--- src/rtl/sdram_pkg.sv ---
// Shared definitions for the SDRAM controller slice.
// Contents:
//   - default address and data widths
//   - SDRAM command encodings {cs_n,ras_n,cas_n,we_n}
//   - the A10 precharge-all address pattern
//   - the one-hot arbiter state encoding
package sdram_pkg;

    localparam int ADDR_W_DEF = 13;
    localparam int DATA_W_DEF = 16;

    localparam logic [3:0] CMD_NOP   = 4'b0111;
    localparam logic [3:0] CMD_PALL  = 4'b0010;
    localparam logic [3:0] CMD_AREF  = 4'b0001;
    localparam logic [3:0] CMD_ACT   = 4'b0011;
    localparam logic [3:0] CMD_WRITE = 4'b0100;
    localparam logic [3:0] CMD_READ  = 4'b0101;
    localparam logic [3:0] CMD_MRS   = 4'b0000;

    // A10 high: driven while idle so a stray precharge would hit all banks.
    localparam logic [12:0] ADDR_A10_PALL = 13'h0400;

    typedef enum logic [4:0] {
        ST_INIT  = 5'b00001,
        ST_ARBIT = 5'b00010,
        ST_AREF  = 5'b00100,
        ST_WRITE = 5'b01000,
        ST_READ  = 5'b10000
    } arb_state_e;

endpackage

--- src/rtl/sdram_arbit_if.sv ---
// Bundle of engine-side handshakes and SDRAM pin outputs around the arbiter.
// Modports:
//   slave  - the arbiter: consumes requests/commands, drives grants and pins
//   master - the engines/pad side: drives requests/commands, sees grants/pins
interface sdram_arbit_if
    import sdram_pkg::*;
#(
    parameter int ADDR_W = ADDR_W_DEF,
    parameter int DATA_W = DATA_W_DEF
);
    logic              flag_init_end;
    logic [3:0]        init_cmd;
    logic [ADDR_W-1:0] init_addr;

    logic              aref_req;
    logic              flag_ref_end;
    logic [3:0]        ref_cmd;
    logic [ADDR_W-1:0] ref_addr;
    logic              aref_en;

    logic              wr_req;
    logic              flag_wr_end;
    logic [3:0]        wr_cmd;
    logic [ADDR_W-1:0] wr_addr;
    logic [DATA_W-1:0] wr_data;
    logic              wr_en;

    logic              rd_req;
    logic              flag_rd_end;
    logic [3:0]        rd_cmd;
    logic [ADDR_W-1:0] rd_addr;
    logic              rd_en;

    logic              sdram_cke;
    logic              sdram_cs_n;
    logic              sdram_ras_n;
    logic              sdram_cas_n;
    logic              sdram_we_n;
    logic [1:0]        sdram_bank;
    logic [ADDR_W-1:0] sdram_addr;
    logic [DATA_W-1:0] sdram_dq_out;
    logic              sdram_dq_oe;

    modport slave (
        input  flag_init_end, init_cmd, init_addr,
        input  aref_req, flag_ref_end, ref_cmd, ref_addr,
        input  wr_req, flag_wr_end, wr_cmd, wr_addr, wr_data,
        input  rd_req, flag_rd_end, rd_cmd, rd_addr,
        output aref_en, wr_en, rd_en,
        output sdram_cke, sdram_cs_n, sdram_ras_n, sdram_cas_n, sdram_we_n,
        output sdram_bank, sdram_addr, sdram_dq_out, sdram_dq_oe
    );

    modport master (
        output flag_init_end, init_cmd, init_addr,
        output aref_req, flag_ref_end, ref_cmd, ref_addr,
        output wr_req, flag_wr_end, wr_cmd, wr_addr, wr_data,
        output rd_req, flag_rd_end, rd_cmd, rd_addr,
        input  aref_en, wr_en, rd_en,
        input  sdram_cke, sdram_cs_n, sdram_ras_n, sdram_cas_n, sdram_we_n,
        input  sdram_bank, sdram_addr, sdram_dq_out, sdram_dq_oe
    );
endinterface

--- src/rtl/sdram_cmd_mux.sv ---
// Combinational routing of the owning engine's command/address/data onto
// the SDRAM pins, selected by the arbiter state register.
// Ports:
//   state                     current arbiter state
//   *_cmd / *_addr / wr_data  per-engine registered command, address, data
//   cmd, addr                 selected {cs_n,ras_n,cas_n,we_n} and address
//   dq_out, dq_oe             write data and pad output enable (WRITE only)
module sdram_cmd_mux
    import sdram_pkg::*;
#(
    parameter int ADDR_W = ADDR_W_DEF,
    parameter int DATA_W = DATA_W_DEF
) (
    input  arb_state_e        state,
    input  logic [3:0]        init_cmd,
    input  logic [ADDR_W-1:0] init_addr,
    input  logic [3:0]        ref_cmd,
    input  logic [ADDR_W-1:0] ref_addr,
    input  logic [3:0]        wr_cmd,
    input  logic [ADDR_W-1:0] wr_addr,
    input  logic [DATA_W-1:0] wr_data,
    input  logic [3:0]        rd_cmd,
    input  logic [ADDR_W-1:0] rd_addr,
    output logic [3:0]        cmd,
    output logic [ADDR_W-1:0] addr,
    output logic [DATA_W-1:0] dq_out,
    output logic              dq_oe
);
    localparam logic [ADDR_W-1:0] NOP_ADDR = ADDR_W'(ADDR_A10_PALL);

    // State-to-pin selection; idle and unreachable encodings drive NOP.
    always_comb begin
        cmd    = CMD_NOP;
        addr   = NOP_ADDR;
        dq_out = {DATA_W{1'b0}};
        dq_oe  = 1'b0;
        case (state)
            ST_INIT: begin
                cmd  = init_cmd;
                addr = init_addr;
            end
            ST_ARBIT: begin
                cmd  = CMD_NOP;
                addr = NOP_ADDR;
            end
            ST_AREF: begin
                cmd  = ref_cmd;
                addr = ref_addr;
            end
            ST_WRITE: begin
                cmd    = wr_cmd;
                addr   = wr_addr;
                dq_out = wr_data;
                dq_oe  = 1'b1;
            end
            ST_READ: begin
                cmd  = rd_cmd;
                addr = rd_addr;
            end
            default: begin
                cmd  = CMD_NOP;
                addr = NOP_ADDR;
            end
        endcase
    end
endmodule

--- src/rtl/sdram_arbit.sv ---
// Central SDRAM command arbiter. Grants the bus to one of the init, refresh,
// write and read engines (fixed priority refresh > write > read), issues a
// one-cycle registered grant pulse on entry to the granted state, and routes
// the owner's command onto the pins through sdram_cmd_mux.
// Ports:
//   clk   system clock
//   rst   synchronous active-high reset
//   bus   sdram_arbit_if.slave: engine requests/commands/end flags in,
//         grants and SDRAM pins out
module sdram_arbit
    import sdram_pkg::*;
#(
    parameter int ADDR_W = ADDR_W_DEF,
    parameter int DATA_W = DATA_W_DEF
) (
    input  logic          clk,
    input  logic          rst,
    sdram_arbit_if.slave  bus
);
    arb_state_e        state_r;
    arb_state_e        state_nxt_s;
    logic              aref_en_r;
    logic              wr_en_r;
    logic              rd_en_r;
    logic [3:0]        cmd_s;
    logic [ADDR_W-1:0] addr_s;
    logic [DATA_W-1:0] dq_out_s;
    logic              dq_oe_s;

    // Next-state logic; end flags only matter to the engine that owns the bus.
    always_comb begin
        state_nxt_s = state_r;
        case (state_r)
            ST_INIT: begin
                if (bus.flag_init_end) state_nxt_s = ST_ARBIT;
                else                   state_nxt_s = ST_INIT;
            end
            ST_ARBIT: begin
                if (bus.aref_req)    state_nxt_s = ST_AREF;
                else if (bus.wr_req) state_nxt_s = ST_WRITE;
                else if (bus.rd_req) state_nxt_s = ST_READ;
                else                 state_nxt_s = ST_ARBIT;
            end
            ST_AREF: begin
                if (bus.flag_ref_end) state_nxt_s = ST_ARBIT;
                else                  state_nxt_s = ST_AREF;
            end
            ST_WRITE: begin
                if (bus.flag_wr_end) state_nxt_s = ST_ARBIT;
                else                 state_nxt_s = ST_WRITE;
            end
            ST_READ: begin
                if (bus.flag_rd_end) state_nxt_s = ST_ARBIT;
                else                 state_nxt_s = ST_READ;
            end
            default: state_nxt_s = ST_INIT;
        endcase
    end

    // State register.
    always_ff @(posedge clk) begin
        if (rst) state_r <= ST_INIT;
        else     state_r <= state_nxt_s;
    end

    // Grant pulses: set only on the ARBIT->engine transition, so each lasts
    // exactly the first cycle of the owning state and never goes stale.
    always_ff @(posedge clk) begin
        if (rst) begin
            aref_en_r <= 1'b0;
            wr_en_r   <= 1'b0;
            rd_en_r   <= 1'b0;
        end else begin
            aref_en_r <= (state_r == ST_ARBIT) && (state_nxt_s == ST_AREF);
            wr_en_r   <= (state_r == ST_ARBIT) && (state_nxt_s == ST_WRITE);
            rd_en_r   <= (state_r == ST_ARBIT) && (state_nxt_s == ST_READ);
        end
    end

    sdram_cmd_mux #(
        .ADDR_W (ADDR_W),
        .DATA_W (DATA_W)
    ) u_cmd_mux (
        .state     (state_r),
        .init_cmd  (bus.init_cmd),
        .init_addr (bus.init_addr),
        .ref_cmd   (bus.ref_cmd),
        .ref_addr  (bus.ref_addr),
        .wr_cmd    (bus.wr_cmd),
        .wr_addr   (bus.wr_addr),
        .wr_data   (bus.wr_data),
        .rd_cmd    (bus.rd_cmd),
        .rd_addr   (bus.rd_addr),
        .cmd       (cmd_s),
        .addr      (addr_s),
        .dq_out    (dq_out_s),
        .dq_oe     (dq_oe_s)
    );

    assign bus.aref_en      = aref_en_r;
    assign bus.wr_en        = wr_en_r;
    assign bus.rd_en        = rd_en_r;
    assign bus.sdram_cke    = 1'b1;
    assign bus.sdram_bank   = 2'b00;
    assign bus.sdram_cs_n   = cmd_s[3];
    assign bus.sdram_ras_n  = cmd_s[2];
    assign bus.sdram_cas_n  = cmd_s[1];
    assign bus.sdram_we_n   = cmd_s[0];
    assign bus.sdram_addr   = addr_s;
    assign bus.sdram_dq_out = dq_out_s;
    assign bus.sdram_dq_oe  = dq_oe_s;
endmodule

--- src/flat_wrapper.sv ---
// flat-port wrapper written by rule: the top's interface ports become plain ports
module sdram_arbit_flat import sdram_pkg::*;
#(
    parameter int ADDR_W = ADDR_W_DEF,
    parameter int DATA_W = DATA_W_DEF
)
  (clk, rst, bus_flag_init_end, bus_init_cmd, bus_init_addr, bus_aref_req, bus_flag_ref_end, bus_ref_cmd, bus_ref_addr, bus_wr_req, bus_flag_wr_end, bus_wr_cmd, bus_wr_addr, bus_wr_data, bus_rd_req, bus_flag_rd_end, bus_rd_cmd, bus_rd_addr, bus_aref_en, bus_wr_en, bus_rd_en, bus_sdram_cke, bus_sdram_cs_n, bus_sdram_ras_n, bus_sdram_cas_n, bus_sdram_we_n, bus_sdram_bank, bus_sdram_addr, bus_sdram_dq_out, bus_sdram_dq_oe);
  sdram_arbit_if #(.ADDR_W(ADDR_W), .DATA_W(DATA_W)) bus_i ();
  input  logic clk;
  input  logic rst;
  input wire logic [$bits(bus_i.flag_init_end)-1:0] bus_flag_init_end;
  input wire logic [$bits(bus_i.init_cmd)-1:0] bus_init_cmd;
  input wire logic [$bits(bus_i.init_addr)-1:0] bus_init_addr;
  input wire logic [$bits(bus_i.aref_req)-1:0] bus_aref_req;
  input wire logic [$bits(bus_i.flag_ref_end)-1:0] bus_flag_ref_end;
  input wire logic [$bits(bus_i.ref_cmd)-1:0] bus_ref_cmd;
  input wire logic [$bits(bus_i.ref_addr)-1:0] bus_ref_addr;
  input wire logic [$bits(bus_i.wr_req)-1:0] bus_wr_req;
  input wire logic [$bits(bus_i.flag_wr_end)-1:0] bus_flag_wr_end;
  input wire logic [$bits(bus_i.wr_cmd)-1:0] bus_wr_cmd;
  input wire logic [$bits(bus_i.wr_addr)-1:0] bus_wr_addr;
  input wire logic [$bits(bus_i.wr_data)-1:0] bus_wr_data;
  input wire logic [$bits(bus_i.rd_req)-1:0] bus_rd_req;
  input wire logic [$bits(bus_i.flag_rd_end)-1:0] bus_flag_rd_end;
  input wire logic [$bits(bus_i.rd_cmd)-1:0] bus_rd_cmd;
  input wire logic [$bits(bus_i.rd_addr)-1:0] bus_rd_addr;
  output wire logic [$bits(bus_i.aref_en)-1:0] bus_aref_en;
  output wire logic [$bits(bus_i.wr_en)-1:0] bus_wr_en;
  output wire logic [$bits(bus_i.rd_en)-1:0] bus_rd_en;
  output wire logic [$bits(bus_i.sdram_cke)-1:0] bus_sdram_cke;
  output wire logic [$bits(bus_i.sdram_cs_n)-1:0] bus_sdram_cs_n;
  output wire logic [$bits(bus_i.sdram_ras_n)-1:0] bus_sdram_ras_n;
  output wire logic [$bits(bus_i.sdram_cas_n)-1:0] bus_sdram_cas_n;
  output wire logic [$bits(bus_i.sdram_we_n)-1:0] bus_sdram_we_n;
  output wire logic [$bits(bus_i.sdram_bank)-1:0] bus_sdram_bank;
  output wire logic [$bits(bus_i.sdram_addr)-1:0] bus_sdram_addr;
  output wire logic [$bits(bus_i.sdram_dq_out)-1:0] bus_sdram_dq_out;
  output wire logic [$bits(bus_i.sdram_dq_oe)-1:0] bus_sdram_dq_oe;
  assign bus_i.flag_init_end = bus_flag_init_end;
  assign bus_i.init_cmd = bus_init_cmd;
  assign bus_i.init_addr = bus_init_addr;
  assign bus_i.aref_req = bus_aref_req;
  assign bus_i.flag_ref_end = bus_flag_ref_end;
  assign bus_i.ref_cmd = bus_ref_cmd;
  assign bus_i.ref_addr = bus_ref_addr;
  assign bus_i.wr_req = bus_wr_req;
  assign bus_i.flag_wr_end = bus_flag_wr_end;
  assign bus_i.wr_cmd = bus_wr_cmd;
  assign bus_i.wr_addr = bus_wr_addr;
  assign bus_i.wr_data = bus_wr_data;
  assign bus_i.rd_req = bus_rd_req;
  assign bus_i.flag_rd_end = bus_flag_rd_end;
  assign bus_i.rd_cmd = bus_rd_cmd;
  assign bus_i.rd_addr = bus_rd_addr;
  assign bus_aref_en = bus_i.aref_en;
  assign bus_wr_en = bus_i.wr_en;
  assign bus_rd_en = bus_i.rd_en;
  assign bus_sdram_cke = bus_i.sdram_cke;
  assign bus_sdram_cs_n = bus_i.sdram_cs_n;
  assign bus_sdram_ras_n = bus_i.sdram_ras_n;
  assign bus_sdram_cas_n = bus_i.sdram_cas_n;
  assign bus_sdram_we_n = bus_i.sdram_we_n;
  assign bus_sdram_bank = bus_i.sdram_bank;
  assign bus_sdram_addr = bus_i.sdram_addr;
  assign bus_sdram_dq_out = bus_i.sdram_dq_out;
  assign bus_sdram_dq_oe = bus_i.sdram_dq_oe;
  sdram_arbit #(.ADDR_W(ADDR_W), .DATA_W(DATA_W)) u_core (.clk(clk), .rst(rst), .bus(bus_i));
endmodule
--- config.mk ---
export PLATFORM = sky130hd
export DESIGN_NAME = sdram_arbit_flat
export DESIGN_NICKNAME = d
export VERILOG_FILES = /design/src/rtl/sdram_pkg.sv /design/src/rtl/sdram_arbit_if.sv /design/src/rtl/sdram_cmd_mux.sv /design/src/rtl/sdram_arbit.sv /design/src/flat_wrapper.sv
export SDC_FILE = /design/constraint.sdc
export NUM_CORES = 1
export LEC_CHECK = 0
export CAP_MARGIN = 25
export CORE_MARGIN = 4
export CORE_UTILIZATION = 28
export DETAILED_ROUTE_END_ITERATION = 8
export MAX_ROUTING_LAYER = met4
export PLACE_DENSITY = 0.95
export SLEW_MARGIN = 20
export SYNTH_ARGS = -nofsm -noshare
export SYNTH_HDL_FRONTEND = slang
export SYNTH_SLANG_ARGS = --single-unit
--- constraint.sdc ---
create_clock -name clk -period 3 [get_ports clk]
set_input_delay 0.6 -clock clk [delete_from_list [all_inputs] [get_ports clk]]
set_output_delay 0.6 -clock clk [all_outputs]
set_load 0.02 [all_outputs]
### Word level (Yosys, flattened, before mapping)

Cells that the tools add are included.

| word-level totals | value |
|---|---|
| logic and storage cells | 27 |
| register bits after elaboration | 8 |
| output and inout bits | 40 |
| bits of input ports | 93 |

| cells by class | value |
|---|---|
| reductions and logical operators | 3 |
| equal/unequal tests | 8 |
| multiplexer cells | 12 |

Operators with widths:

| cell | number |
|---|---|
| $pmux W13 S4 | 1 |
| $pmux W5 S5 | 1 |
| $mux W5 | 4 |
| $mux W16 | 1 |
| $pmux W4 S4 | 1 |
| $eq A5 B3 Y1 const B | 2 |
| $eq A5 B4 Y1 const B | 2 |
| $eq A5 B5 Y1 const B | 2 |
| $eq A5 B1 Y1 const B | 1 |
| $eq A5 B2 Y1 const B | 1 |
| $mux W4 | 1 |
| $logic_and A1 B1 Y1 | 3 |
| $mux W3 | 1 |
| $mux W2 | 1 |
| $mux W1 | 1 |

### Logic depth before layout (Yosys ltp)

Gate-level depths: netlist (run 1).

| depth | value |
|---|---|
| depth after elaboration | 6 |
| gate-level depth with buffers | 7 |
| gate-level depth less buffers | 4 |

### Hierarchy

A second synthesis (run 1) with hierarchy kept.

| second synthesis, totals | value |
|---|---|
| cells, all modules | 142 |
| area total of the unflattened synthesis | 1,062.3 µm² |

Modules (own cells, without submodules):

| module | cells an instance | instances | area each (µm²) |
|---|---|---|---|
| sdram_cmd_mux | 87 | 1 | 618.1 |
| sdram_arbit | 55 | 1 | 444.2 |

### Worst setup path before layout (run 1)

Ideal clock, no wire load.

| timing | value |
|---|---|
| path type | reg-to-output |
| start point | reg u_core.state_r[4] |
| end point | out bus_sdram_dq_out[10] |
| setup slack | 1.083 ns |
| arrival | 1.317 ns |
| path buffers | 2 |
| cell stages (with the launch flop) | 6 |
| required time | 2.400 ns |
| cell sequence | dfxtp_1 > nor2_4 > and3_1 > buf_6 > buf_2 > and2_1 |

| between the ends | value |
|---|---|
| longest elaborated chain between the ends | 2 |

RTL lines:

| item | line | RTL |
|---|---|---|
| from (decl) | sdram_arbit.sv:20 | `arb_state_e state_r;` |
| from (signal assigned) | sdram_arbit.sv:63 | `else state_r <= state_nxt_s;` |
| $eq A5 B4 Y1 | sdram_cmd_mux.sv:37 | `case (state)` |
| $mux W16 | sdram_cmd_mux.sv:37 |  |
| to (decl) | flat_wrapper.sv:37 | `output wire logic [$bits(bus_i.sdram_dq_out)-1:0] bus_sdram_dq_out;` |

Every way passes these cells.

### Worst setup path after layout (run 1)

| timing | value |
|---|---|
| start point | reg u_core.state_r[2] |
| end point | out bus_sdram_cas_n |

| between the ends | value |
|---|---|
| longest elaborated chain between the ends | 2 |

RTL lines:

| item | line | RTL |
|---|---|---|
| $eq A5 B5 Y1, or another cell as far along | sdram_cmd_mux.sv:37 |  |
| $pmux W4 S4 (*) | sdram_cmd_mux.sv:37 |  |
| to (decl) | flat_wrapper.sv:33 | `output wire logic [$bits(bus_i.sdram_cas_n)-1:0] bus_sdram_cas_n;` |

Mark *: on every way between the ends. The rest lies on a longest branch, timed or not.

==> results of run 1 <==
power breakdown:
group	internal, µW	switching [µW]	total (µW)
Combinational	272	196	468
Sequential	113	14.8	128
Clock	86.5	37.8	124
how the worst max path moves through the flow:
stage | slack, ns | depth (start not counted) | endpoint
global placement | 0.46 | 6 | bus_sdram_addr[6]
global route | 0.03 | 6 | bus_sdram_addr[2]
finish | 0.18 | 6 | bus_sdram_cas_n
floorplan | 1.08 | 5 | bus_sdram_dq_out[10]
CTS | 0.16 | 6 | bus_sdram_addr[2]
detailed placement | 0.40 | 6 | bus_sdram_cas_n
synth_stat cells, types with 2 or more instances:
master | n | share of area (%)
a22oi_1 | 34 | 24
and2_1 | 16 | 9.5
nand2_1 | 16 | 5.7
dfxtp_1 | 8 | 15
buf_6 | 7 | 7.5
nand3b_1 | 6 | 4.3
buf_2 | 4 | 1.9
buf_4 | 4 | 2.9
inv_1 | 4 | 1.4
a21oi_1 | 3 | 1.4
and4bb_1 | 2 | 2.4
conb_1 | 2 | 0.71
nand2b_1 | 2 | 1.2
nor2_1 | 2 | 0.71
o21ai_0 | 2 | 0.95
xor2_1 | 2 | 1.7
kinds of logic after synthesis:
logic type	synth area share, %
xor+xnor	1.66
simple gates	33.5
compound gates	34.8
other cells	0.714
buf+inv	14.0
flops	15.2
per-layer routing:
layer | share of wire (%) | routed length (µm) | global-route usage, % | vias up
met4 | 0.40 | 19 | 2.39 | 0
met1 | 39 | 1840 | 20.2 | 685
met5 | 0 | 0 | - | -
li1 | - | - | - | 746
met2 | 52 | 2470 | 35.4 | 95
met3 | 8.1 | 382 | 3.91 | 4
cell type report:
cell class / instances / area share, %
Clock buffer: 3 / 1.74
Multi-Input combinational cell: 109 / 31.5
Sequential cell: 8 / 6.75
Timing Repair Buffer: 135 / 56.8
Tap cell: 48 / 2.53
Inverter: 4 / 0.633
through the flow:
step                setup slack (ns)  utilization [%]  area, µm²  hold slack (ns)
finish                         0.175             65.3       2370            0.647
global route                  0.0287             65.3       2370            0.683
CTS                            0.158             65.3       2370            0.657
detailed placement             0.403             64.2       2330            0.659
global placement               0.461             64.2       2330            0.633
floorplan                       1.08                -       1060            0.607
flip-flops by register name, summed over array words and instances (netlist names):
name                flops
u_core.bus.wr_en        1
u_core.bus.aref_en      1
u_core.bus.rd_en        1
u_core.state_r          5
critical path: stages, from the launching register on:
cell and delay (ns):
dfxtp_1 0.35, nor2_2 0.24, and4bb_1 0.36, buf_4 0.25, a22oi_1 0.11, nand3b_1 0.10, clkdlybuf4s50_1 0.60
==> results by group, run 1 <==
STA
  – Fmax: 354 MHz
  – Period minus WS final: 2.82 ns
  – Clock Skews: 0.000315 ns
  – Setup TNS: 0 ns
  – Setup violators final: 0
  – Slew Limit Fails: 0
  – Final hold vios: 0
  – Unrepaired setup endpoints after global routing: false
  – Final period utilization: 94.2%

Critical path
  – Setup Crit Path Kind: reg -> out
  – Arrival @ worst endpoint: 2.22 ns
  – Setup crit start kind: flip-flop
  – Crit path required time: 2.40 ns
  – Worst reg2reg endpoint: u_core.state_r[1]$_SDFF_PP0_
  – Reg2Reg Depth: 4
  – Crit end category: primary output
  – FF-to-FF Start: u_core.state_r[0]$_SDFF_PP1_
  – Reg2Reg Setup Slack: 1.51 ns
  – Crit-path max FO: 14
  – Critical path launch point: u_core.state_r[2]$_SDFF_PP0_

Finish
  – Most frequent cells in the layout: 129 x clkdlybuf4s50_1, 34 x a22oi_1, 16 x nand2_1, 16 x and2_1, 8 x dfxtp_1
  – Diodes inserted: 0
  – Nets: 354
  – Share of cells above drive strength 1: 5.79%
  – Area Growth Syn to Fin: 126%
  – Fillers: 302
  – Register area: 160 µm²
  – Multi-input logic area: 748 µm²
  – Most common cell after layout, fill and taps aside: clkdlybuf4s50_1
  – Non-Filler Instances: 307

Drt
  – Detailed Route WL: 4.71 mm
  – Drt pass-1 iters: 4
  – Vias: 1,530
  – Routed vias/inst: 4.98
  – Routed WL per cell: 15.3 µm
  – DRT iter0 DRCs: 65
  – Antenna viol nets, final: 0
  – DRC: 0

Logic synthesis
  – Cells after synthesis: 136
  – Unique cell type count in the Yosys netlist: 38
  – Mean Syn Cell Area: 7.74 µm²
  – Post-synthesis sequential area ratio: 15.2%
  – Synth async-reset ratio: 0%
  – Synthesized area: 1050 µm²
  – Post-synth EDFFs: 0
  – Synth Flop Type: dfxtp_1
  – Synth warn: 0
  – Yosys reg bits: 8

Job
  – Maximum Capacitance Violations: 0

Floorplanning
  – Initial cell density of the core: 29.0%
  – Chip height: 69.3 µm
  – Die Area: 4800 µm²
  – Std cell rows: 22
  – Placeable Area: 3630 µm²
  – Die width: 69.3 µm
  – Num ports: 133

Clocking
  – Number of hold buffers added after CTS: 0
  – Clock slew at reported path FFs: 0.04 ns
  – Post-cts repair resize count: 0
  – Maximum clock insertion buffer count: 2
  – Total CTS buffers: 3
  – CTS root buf: clkbuf_8
  – Clock sink count: 8
  – # Post-CTS Setup Buffers: 0
  – H-tree depth: 1
  – CTS tree: yes
  – Worst-skew pair later-pin latency: 0.22 ns

Power
  – Max VDD drop: 0.000312 V
  – Pwr dens: 303 nW/µm²
  – Total Power: 720 µW
  – Leakage Power: 0.000918 µW

Hold path
  – Worst hold start: u_core.state_r[1]$_SDFF_PP0_
  – Hold Path Depth: 1
  – Worst Hold End: u_core.bus.aref_en$_SDFF_PP0_
  – Hold Crit Class: reg -> reg

Global route
  – Gr usage total: 18.6%
  – Grt total ovfl: 0
  – First-pass GRT wire length: 7.25 mm
  – Largest net degree at the start of global routing: 23
  – Vias in the first global route: 1,549
  – Initial antenna violation count: 0

Placement
  – DP Cell Count: 304
  – Placed wire-length estimate: 4.01 mm
  – Final Wtd Congestion: 0.811
  – Port-buffer cells: 129

Status
  – Status: completed
Power figures use the tool's default switching activity.
==> inputs of run 2 (changes only) <==
- CTS_CLUSTER_SIZE: not set -> 8
==> results of run 2 <==
Same layout as run 1: the final DEF is identical, and so are final timing and power.
==> inputs of run 3 (changes only) <==
- clock period: 3 -> 3.38 ns (I/O delays scaled with it)
==> run 3 against run 2 <==
Flip-flop and latch count stayed put. Combinational power is 11% lower. Via count is 1.7% higher.
==> results by group, run 3 (synthesis results as in run 1) <==
STA
  – Setup TNS: 0 ns (unchanged)
  – Max_slew headroom: 51.6%
  – Period minus WS final: 3.12 ns
  – Final period utilization: 92.2%
  – Unrepaired setup endpoints after global routing: false
  – Setup slack after layout: 0.263 ns (+0.0873 ns)
  – Clock Skews: 0.00146 ns (+0.00114 ns)
  – Fmax: 321 MHz
  – Slew Limit Fails: 0 (unchanged)
  – Slew @ Worst Pin: 0.726 ns
  – Setup violators final: 0 (unchanged)
  – WHS: 0.659 ns (+0.0113 ns)
  – Final hold vios: 0 (unchanged)

Hold path
  – Hold Crit Class: reg -> reg
  – Hold Path Depth: 1 (unchanged)

Floorplanning
  – Die Area: 4800 µm² (unchanged)
  – Num ports: 133 (unchanged)
  – Placeable Area: 3630 µm² (unchanged)
  – Initial cell density of the core: 29.0% (unchanged)
  – Std cell rows: 22 (unchanged)
  – Chip height: 69.3 µm (unchanged)
  – Die width: 69.3 µm (unchanged)

Critical path
  – Setup crit start kind: flip-flop
  – Crit path required time: 2.70 ns (+0.30 ns)
  – Crit-path max FO: 18 (+4)
  – Setup Crit Path Kind: reg -> out
  – Reg2Reg Depth: 5 (+1)
  – Arrival @ worst endpoint: 2.44 ns (+0.22 ns)
  – Crit end category: primary output

Clocking
  – Post-cts repair resize count: 0 (unchanged)
  – H-tree depth: 1 (unchanged)
  – # Post-CTS Setup Buffers: 0 (unchanged)
  – Number of hold buffers added after CTS: 0 (unchanged)
  – Total CTS buffers: 3 (unchanged)
  – CTS tree: yes
  – CTS root buf: clkbuf_8
  – Clock sink count: 8 (unchanged)
  – Clock slew at reported path FFs: 0.04 ns (about the same)
  – Maximum clock insertion buffer count: 2 (unchanged)
  – Worst-skew pair later-pin latency: 0.23 ns (about the same)

Power
  – Total Power: 646 µW (-10%)
  – Pwr dens: 275 nW/µm² (-9.5%)
  – Leakage Power: 0.000910 µW (-0.89%)
  – Max VDD drop: 0.000206 V (-34%)

Global route
  – First-pass GRT wire length: 7.45 mm (+2.8%)
  – Grt total ovfl: 0 (unchanged)
  – Largest net degree at the start of global routing: 24 (+4.3%)
  – Gr usage total: 19.3% (+0.66 points)
  – Vias in the first global route: 1,572 (+1.5%)
  – Initial antenna violation count: 0 (unchanged)

Finish
  – Most common cell after layout, fill and taps aside: clkdlybuf4s50_1
  – Most frequent cells in the layout: 129 x clkdlybuf4s50_1, 34 x a22oi_1, 16 x nand2_1, 16 x and2_1, 8 x dfxtp_1
  – Share of cells above drive strength 1: 5.43% (-0.37 points)
  – Nets: 353 (-0.28%)
  – Fillers: 331 (+9.6%)
  – Diodes inserted: 0 (unchanged)
  – Register area: 160 µm² (unchanged)
  – Biggest register: u_core.state_r
  – Max reg flops: 5 (unchanged)
  – Area Growth Syn to Fin: 124%
  – Multi-input logic area: 748 µm² (unchanged)
  – Final instance area: 2350 µm² (-0.84%)

Drt
  – DRC: 0 (unchanged)
  – DRT iter0 DRCs: 68 (+4.6%)
  – Drt pass-1 iters: 4 (unchanged)
  – Detailed Route WL: 4.69 mm (-0.53%)
  – Routed vias/inst: 5.08 (+2.0%)
  – Vias: 1,556 (+1.7%)
  – Antenna viol nets, final: 0 (unchanged)
  – Routed WL per cell: 15.3 µm (-0.21%)

Status
  – Status: completed

Placement
  – Placed wire-length estimate: 3.97 mm (-0.90%)
  – Final Wtd Congestion: 0.899 (+11%)
  – Place WS: 0.488 ns (+0.0851 ns)
  – Area after DPL: 2310 µm² (-0.86%)
  – Port-buffer cells: 129 (unchanged)

Job
  – Maximum Capacitance Violations: 0 (unchanged)
[run 3: cell types whose count changed in the layout (fill, tap and decap cells not counted), sizes merged]
cell and delta:
buf -1
[run 3: through the flow]
stage | util [%] | cells
2_1_floorplan | - | 137
3_3_place_gp | 63.6 | 303
3_5_place_dp | 63.6 | 303
4_1_cts | 64.8 | 306
5_1_grt | 64.8 | 306
6_report | 64.8 | 306
[run 3: layer usage]
layer | wire length (µm) | vias up | GRT usage, %
li1 | - | 742 | -
met1 | 1750 | 706 | 19.9
met2 | 2420 | 101 | 36.5
met3 | 467 | 7 | 4.78
met4 | 51 | 0 | 4.12
met5 | 0 | - | -
[run 3: worst paths after layout]
path | startpoint | to | slack (ns)
max | u_core.state_r[2]$_SDFF_PP0_ | bus_sdram_we_n | 0.26
min | u_core.state_r[1]$_SDFF_PP0_ | u_core.bus.aref_en$_SDFF_PP0_ | 0.66
max reg2reg | u_core.state_r[2]$_SDFF_PP0_ | u_core.state_r[1]$_SDFF_PP0_ | 1.43
min reg2reg | u_core.state_r[1]$_SDFF_PP0_ | u_core.bus.aref_en$_SDFF_PP0_ | 0.66
[run 3: area by class of cell]
class / instances / share of cell area (%)
Inverter: 4 / 0.638
Sequential cell: 8 / 6.80
Tap cell: 48 / 2.55
Timing Repair Buffer: 134 / 56.5
Clock buffer: 3 / 1.75
Multi-Input combinational cell: 109 / 31.8
[run 3: report_power, final]
group          switching (µW)  internal, µW
logic                     176           241
clock network            37.1          77.1
registers                14.0           100
total                     228           419
[run 3: worst max-delay path: stages (launching register included)]
cell,delay (ns)
dfxtp_1,0.35
nor2_2,0.24
and4bb_1,0.71
a22oi_1,0.16
nand3b_1,0.14
clkdlybuf4s50_1,0.61
